## src/rtl/clk_div_tick_counter.sv

```systemverilog
// clk_div_tick_counter: counts rising edges of a selected clk_Divider output up to a terminal count.
// Define TICK_AUTO_RELOAD_EN to wrap the count and keep running instead of stopping in DONE.
module clk_div_tick_counter #(
    parameter int CNT_W = 8
) (
    input  logic             clk,
    input  logic             rst,
    input  logic             Divide_2,
    input  logic             Divide_4,
    input  logic             Divide_8,
    input  logic             Divide_16,
    input  logic [1:0]       sel,
    input  logic [CNT_W-1:0] tc,
    input  logic             start,
    output logic             tick,
    output logic [CNT_W-1:0] count,
    output logic             busy,
    output logic             done
);

    typedef enum logic [1:0] {
        IDLE = 2'd0,
        RUN  = 2'd1,
        DONE = 2'd2
    } state_e;

    state_e           state_q, state_d;
    logic [1:0]       sel_q, sel_d;
    logic [CNT_W-1:0] tc_q, tc_d;
    logic [CNT_W-1:0] count_q, count_d;
    logic [CNT_W-1:0] count_inc;
    logic             s_q, s_d;
    logic             tick_q, tick_d;
    logic             done_q, done_d;
    logic [3:0]       div_vec;
    logic             src_cur, src_new, rise, hit;

    assign div_vec   = {Divide_16, Divide_8, Divide_4, Divide_2};
    assign src_cur   = div_vec[sel_q];
    assign src_new   = div_vec[sel];
    assign rise      = src_cur & ~s_q;
    assign count_inc = count_q + CNT_W'(1);
    // An empty terminal count completes on the first RUN edge without ticking.
    assign hit       = (tc_q == '0) || (rise && (count_inc == tc_q));

    always_ff @(posedge clk or negedge rst) begin
        if (!rst) begin
            state_q <= IDLE;
            sel_q   <= '0;
            tc_q    <= '0;
            count_q <= '0;
            s_q     <= 1'b0;
            tick_q  <= 1'b0;
            done_q  <= 1'b0;
        end else begin
            // NOTE: non-blocking so every flop samples the pre-edge values of the others.
            state_q <= state_d;
            sel_q   <= sel_d;
            tc_q    <= tc_d;
            count_q <= count_d;
            s_q     <= s_d;
            tick_q  <= tick_d;
            done_q  <= done_d;
        end
    end

    always_comb begin
        // NOTE: default first so no path through the case leaves state_d unassigned (no latch).
        state_d = state_q;
        case (state_q)
            IDLE, DONE: if (start) state_d = RUN;
            RUN: begin
`ifndef TICK_AUTO_RELOAD_EN
                if (hit) state_d = DONE;
`endif
            end
            default: state_d = IDLE;
        endcase
    end

    always_comb begin
        sel_d   = sel_q;
        tc_d    = tc_q;
        s_d     = s_q;
        count_d = count_q;
        tick_d  = 1'b0;
        done_d  = done_q;
        case (state_q)
            IDLE, DONE: begin
                if (start) begin
                    sel_d   = sel;
                    tc_d    = tc;
                    s_d     = src_new;
                    count_d = '0;
                    done_d  = 1'b0;
                end
            end
            RUN: begin
                s_d    = src_cur;
                done_d = hit;
                if (rise && (tc_q != '0)) begin
                    tick_d  = 1'b1;
                    count_d = count_inc;
`ifdef TICK_AUTO_RELOAD_EN
                    if (count_inc == tc_q) count_d = '0;
`endif
                end
            end
            default: ;
        endcase
    end

    always_comb begin
        busy  = (state_q == RUN);
        tick  = tick_q;
        count = count_q;
        done  = done_q;
    end

endmodule

```

## config.mk

```make
export PLATFORM = sky130hd
export DESIGN_NAME = clk_div_tick_counter
export DESIGN_NICKNAME = d
export VERILOG_FILES = /design/src/rtl/clk_div_tick_counter.sv
export SDC_FILE = /design/constraint.sdc
export NUM_CORES = 1
export LEC_CHECK = 0
export ABC_CLOCK_PERIOD_IN_PS = 1900
export CAP_MARGIN = 10
export CELL_PAD_IN_SITES_DETAIL_PLACEMENT = 0
export CELL_PAD_IN_SITES_GLOBAL_PLACEMENT = 2
export CORE_MARGIN = 4
export CORE_UTILIZATION = 27
export DETAILED_ROUTE_END_ITERATION = 8
export HOLD_SLACK_MARGIN = 0.03
export PLACE_DENSITY = 0.75
export SETUP_SLACK_MARGIN = 0.15
export SYNTH_ARGS = -nofsm -noshare
export SYNTH_HDL_FRONTEND = slang
export SYNTH_SLANG_ARGS = --single-unit
```

## constraint.sdc

```tcl
create_clock -name clk -period 1.9 [get_ports clk]
set_input_delay 0.38 -clock clk [delete_from_list [all_inputs] [get_ports clk]]
set_output_delay 0.38 -clock clk [all_outputs]
set_load 0.01 [all_outputs]
```

==> results.ini, run 1 <==
[worst_setup_path]
arrival_ns=1.91
cp.required_ns=2.09
worst_r2r_path_depth=6
cp-start-kind=flop
endpoint_kind=flop
critPathMaxFanout=5
critPathKind=flop to flop

[place]
post-place-ws_ns=-0.1462
port_buffers=27
dp_hpwl_um=2558
place_area_sq_um=1782
place.gp.congestion=0.7663

[yosys]
synth_warnings=0
synthFlopType=dfrtp_1
syn_area_sq_um=1306
syn_nets=167
async_flop_share_pct=100.0
ys_types=36
postSynthCellCount=149
synth_edf_count=0
synth_area_per_cell_sq_um=8.767
ys_seq_area_share_pct=44.06
ys_seq_elements=23

[power_and_ir_drop]
ir_worst_vdd_mv=0.4372
p_leak_nw=0.8914
switchingPower_uw=981.3
pwr-share-comb_pct=56.6
p_clk_share_pct=12.1
intPower_mw=1.564
sw_frac_of_total_pct=38.55
power_density_nw_per_um2=1296
power.share.sequential_pct=31.3

[routing]
drc_errors=0
antenna_left=0
dr.pass1.iters=4
vias=1258
vias_per_cell=4.933
drt_iter0_drc=64
wl_per_cell_um=13.52
wl_um=3448

[layout]
final_cell_area_sq_um=1964
area_growth_pct=50.38
final_util_pct=41.87
diodes=0
drive_gt1_share_pct=24.88
final_nets=220

[sta]
fin_setup_tns_ns=0
period_minus_slack_ns=1.717
max_slew_margin_pct=79.27
clock_skew_ns=0.001263
period_share_pct=90.35
drv_slew=0
rsz0062_at_grt=yes
setup_viol=0
worst_slew_pin_slew_ns=0.3110
final_hold_viol_count=0
whs_ns=0.4698
setup_ws_ns=0.1833
fmax_ghz=0.5825

[clocking]
cts.hold.buffers_added=0
root_buffer=clkbuf_8
cts_tree=done
clkTransAtPathRegs_ns=0.08
ctsLongestPathBuffers=2
htreeDepth=1
clock_latency_ns=0.26
cts_buffers=3
cts_sinks=23

[grt]
grtUsageMet3_pct=2.436
grt_use_total_pct=11.92
grt_first_pass_wirelength_um=5692
antenna_found_initial=0
overflow=0
grt_most_used_layer=met2
grt_util_met2_pct=20.12
gr-usage-met1_pct=15.47
grt_pass1_vias=1194
grt_start_max_net_pins=24

[hold_path]
hold_path_class=input pin to asynchronous set/reset pin

[floorplan]
fp.coreArea_sq_um=4692
rows=25
io_pins=28
initial_core_util_pct=27.84
die_h_um=77.56
die-area_sq_um=6015
chipWidth_um=77.56

[job]
maxCapViolCount=0

[status]
status=finished clean

[cell type report]
cell class	instances	area, sq um
sequential	23	581.8
tap	54	67.56
multi-input combinational	114	748.2
inverter	4	15.01
clock buffer	4	45.04
fill	482	2728
timing repair buffer	56	506.7
[flip-flops by register name, summed over array words and instances, names as in the netlist]
name,flops
sel_q,2
state_q,2
done,1
s_q,1
tick,1
count,8
tc_q,8
[cell usage after synthesis, types with 2 or more instances]
master / instances / share of area, %
dfrtp_1: 23 / 44
o31ai_1: 3 / 1.7
inv_1: 4 / 1.1
buf_2: 3 / 1.1
nand3_1: 5 / 1.9
nand2b_1: 4 / 1.9
nand2_1: 35 / 10
a21oi_1: 8 / 3.1
o21ai_1: 10 / 3.8
nand4_1: 2 / 0.96
and3_1: 2 / 0.96
nor2b_1: 3 / 1.4
mux4_2: 2 / 3.4
xnor2_1: 4 / 2.7
or4_1: 2 / 1.1
buf_4: 2 / 1.1
nor2_1: 10 / 2.9
o211ai_1: 2 / 1.1
o21ai_0: 3 / 1.1
clkbuf_1: 3 / 0.86
xor2_1: 4 / 2.7
[cells by family after synthesis]
logic type,synth area share (%)
fa+ha+maj,0.9577
simple gates,24.71
compound gates,16.28
buf+inv,4.309
xor+xnor,5.363
flops,44.06
mux,4.310
[power groups by stage]
stage / registers (mW) / clock network (mW) / logic [mW]
5_1_grt: 0.821 / 0.343 / 1.59
4_1_cts: 0.818 / 0.320 / 1.30
6_report: 0.797 / 0.309 / 1.44
3_3_place_gp: 0.816 / 0 / 1.21
3_5_place_dp: 0.823 / 0 / 1.23
2_1_floorplan: 0.838 / 0 / 0.713
[metal layers]
| metal | share of wire, % | up-vias |
|---|---|---|
| li1 | - | 626 |
| met1 | 46 | 597 |
| met2 | 48 | 31 |
| met3 | 4.9 | 4 |
| met4 | 0.75 | 0 |
| met5 | 0 | - |
[cells in the final DEF, fill, tap and decap left out, drive strengths merged]
master,instances
o31ai,3
xor2,4
clkdlybuf4s50,23
nor2b,3
clkbuf,4
xnor2,4
buf,29
and2,1
o21ai,13
nor3,1
dfrtp,23
o211a,1
a21o,1
nand2,35
mux2,1
ha,1
nor2,10
dlymetal6s2s,2
nor3b,1
and4,1
inv,4
a22oi,1
o2111ai,1
nand4,2
nor4,1
dlygate4sd2,2
o211ai,2
a21oi,8
o41ai,1
and3,2
nand3,5
or4,3
a32o,1
nand2b,4
a2111o,1
mux4,2
[through the flow]
step                      total power, mW  instances
after floorplan                     1.551        149
after global placement              2.026        240
after detailed placement            2.048        240
after CTS                           2.440        245
after global routing                2.758        255
final                               2.546        255
[final timing paths]
check / end / start / slack (ns)
min in group clk: sel_q[1] / sel_q[1] / 0.51
setup reg to reg: count[4] / tc_q[1] / 0.18
setup / recovery: count[4] / tc_q[1] / 0.18
max in group asynchronous: count[1] / rst / 1.17
hold / removal: tick / rst / 0.47
hold reg to reg: sel_q[1] / sel_q[1] / 0.51
[critical path: stages, from the launching register on]
cell and delay, ns:
dfrtp_1 0.38, or4_4 0.56, o2111ai_4 0.25, buf_4 0.18
buf_4 0.11, nand3_1 0.07, o21ai_1 0.08
[timing repair]
| item | 4_1_cts | 5_1_grt |
|---|---|---|
| gates resized for setup | 11 | 7 |
| cloned | 0 | 1 |
| pin swaps | 1 | 6 |
| setup endpoints to repair | 15 | 13 |
| setup buffers | 1 | 9 |
No activity file was read; power rests on OpenSTA's default activity.
==> run 2: changes to the inputs <==
==> constraint.sdc (replaced) <==
create_clock -name clk -period 1.9 [get_ports clk]
set_input_delay 0.38 -clock clk [delete_from_list [all_inputs] [get_ports clk]]
set_output_delay 0.38 -clock clk [all_outputs]
set_load 0.1 [all_outputs]
==> results.ini, run 2 (same netlist as run 1, synthesis figures left out) <==
[status]
status=finished clean

[floorplan]
initial_core_util_pct=27.84
die_h_um=77.56
rows=25
fp.coreArea_sq_um=4692
die-area_sq_um=6015
io_pins=28
chipWidth_um=77.56

[power_and_ir_drop]
sw_frac_of_total_pct=45.60
power_density_nw_per_um2=1512
power.share.sequential_pct=26.3
pwr-share-comb_pct=63.6
intPower_mw=1.706
switchingPower_mw=1.430
finalPower_mw=3.136
p_leak_nw=0.8984
p_clk_share_pct=10.0
ir_worst_vdd_mv=0.4974

[clocking]
cts_sinks=23
cts_buffers=3
htreeDepth=1
cts_tree=done
root_buffer=clkbuf_8
clkTransAtPathRegs_ns=0.09
cts.hold.buffers_added=0
ctsLongestPathBuffers=2
clock_latency_ns=0.27

[routing]
highest_layer=met4
dr.pass1.iters=4
drt_iter0_drc=75
vias_per_cell=4.913
drc_errors=0
dr_wl_met3_um=197
wl_per_cell_um=14.18
wl_um=3588
antenna_left=0
met2WireLength_um=1631
wl_met1_um=1682
vias=1243

[grt]
grt_first_pass_wirelength_um=6044
grt_pass1_vias=1319
grt_use_total_pct=12.56
grt_start_max_net_pins=24
antenna_found_initial=0
overflow=0

[place]
place.gp.congestion=0.8231
place_area_sq_um=1878
dp_hpwl_um=2599
post-place-ws_ns=-0.1873
port_buffers=27

[worst_setup_path]
critPathMaxFanout=5
crit_path_top_delay_cell=or4_4
worstPathCellList=or4_4 > o2111ai_4 > buf_6 > nor2b_1 > o21ai_1 > o31ai_1
cp-start-kind=flop
endpoint_kind=flop
arrival_ns=1.92
cp.required_ns=2.05
critPathKind=flop to flop
worst_path_largest_cell_delay_ns=0.52

[sta]
setup_ws_ns=0.1311
period_minus_slack_ns=1.769
fin_setup_tns_ns=0
clock_skew_ns=0.004688
setup_viol=0
fmax_ghz=0.5653
max_slew_margin_pct=78.91
period_share_pct=93.10
rsz0062_at_grt=yes
worst_slew_pin_slew_ns=0.3164
final_hold_viol_count=0
drv_slew=0

[hold_path]
hold_path_class=input pin to asynchronous set/reset pin

[layout]
fill_cells=471
final_cell_area_sq_um=2073
diodes=0
final_common_cell=nand2_1
final_cell_mix=34 x nand2_1, 26 x buf_4, 16 x dfrtp_1, 16 x clkdlybuf4s50_1
area_growth_pct=58.72
final_util_pct=44.19
final_nets=218
drive_gt1_share_pct=33.17

[job]
maxCapViolCount=0

run 2: cell count changes in the layout (fill, tap and decap cells not counted), sizes merged:
cell,change
dlymetal6s2s,-2
buf,+9
dlygate4sd2,-2
clkdlybuf4s50,-7
run 2: worst paths after layout:
check / start / to / slack [ns] / depth (start not counted)
hold reg to reg: sel_q[1] / sel_q[1] / 0.51 / 2
hold / removal: rst / tick / 0.47 / 2
setup / recovery: tc_q[5] / count[3] / 0.13 / 6
min in group clk: sel_q[1] / sel_q[1] / 0.51 / 2
setup reg to reg: tc_q[5] / count[3] / 0.13 / 6
max in group asynchronous: rst / count[0] / 1.16 / 2
run 2: worst max-delay path: cells and delay by family, from the launching register on:
family | cells | cell delay, ns
AND/OR/NAND/NOR | 2 | 0.57
buffers and inverters | 1 | 0.16
AO/OA/AOI/OAI | 3 | 0.50
flip-flops | 1 | 0.43
run 2: area by class of cell:
cell class | count | area, sq um | area share, %
multi-input combinational | 114 | 770.7 | 37.18
sequential | 23 | 596.8 | 28.79
inverter | 4 | 15.01 | 0.7242
clock buffer | 4 | 45.04 | 2.173
tap | 54 | 67.56 | 3.259
timing repair buffer | 54 | 578.1 | 27.88
run 2: repair_timing:
action                                  4_1_cts  5_1_grt
resized for setup                             7        8
endpoints found under the setup margin       11       11
gates cloned                                  1        0
buffers inserted                              8        3
hold endpoints to repair                      0        0
pin swaps                                     7       10
run 2: metal layers:
metal | track usage [%] | vias up
li1 | - | 619
met1 | 15.91 | 578
met2 | 20.90 | 36
met3 | 2.784 | 10
met4 | 4.626 | 0
met5 | 0 | -
run 2: through the flow:
step / hold WS [ns] / cells
floorplan: 0.08441 / 149
global placement: 0.4881 / 237
detailed placement: 0.4965 / 237
CTS: 0.4816 / 250
global route: 0.5194 / 253
finish: 0.4726 / 253
run 2: power groups by stage:
stage / combinational [mW] / sequential [mW] / clock (mW)
3_3_place_gp: 1.73 / 0.828 / 0
5_1_grt: 2.15 / 0.847 / 0.345
3_5_place_dp: 1.75 / 0.835 / 0
6_report: 2.00 / 0.825 / 0.315
4_1_cts: 1.93 / 0.818 / 0.324
2_1_floorplan: 0.848 / 1.15 / 0
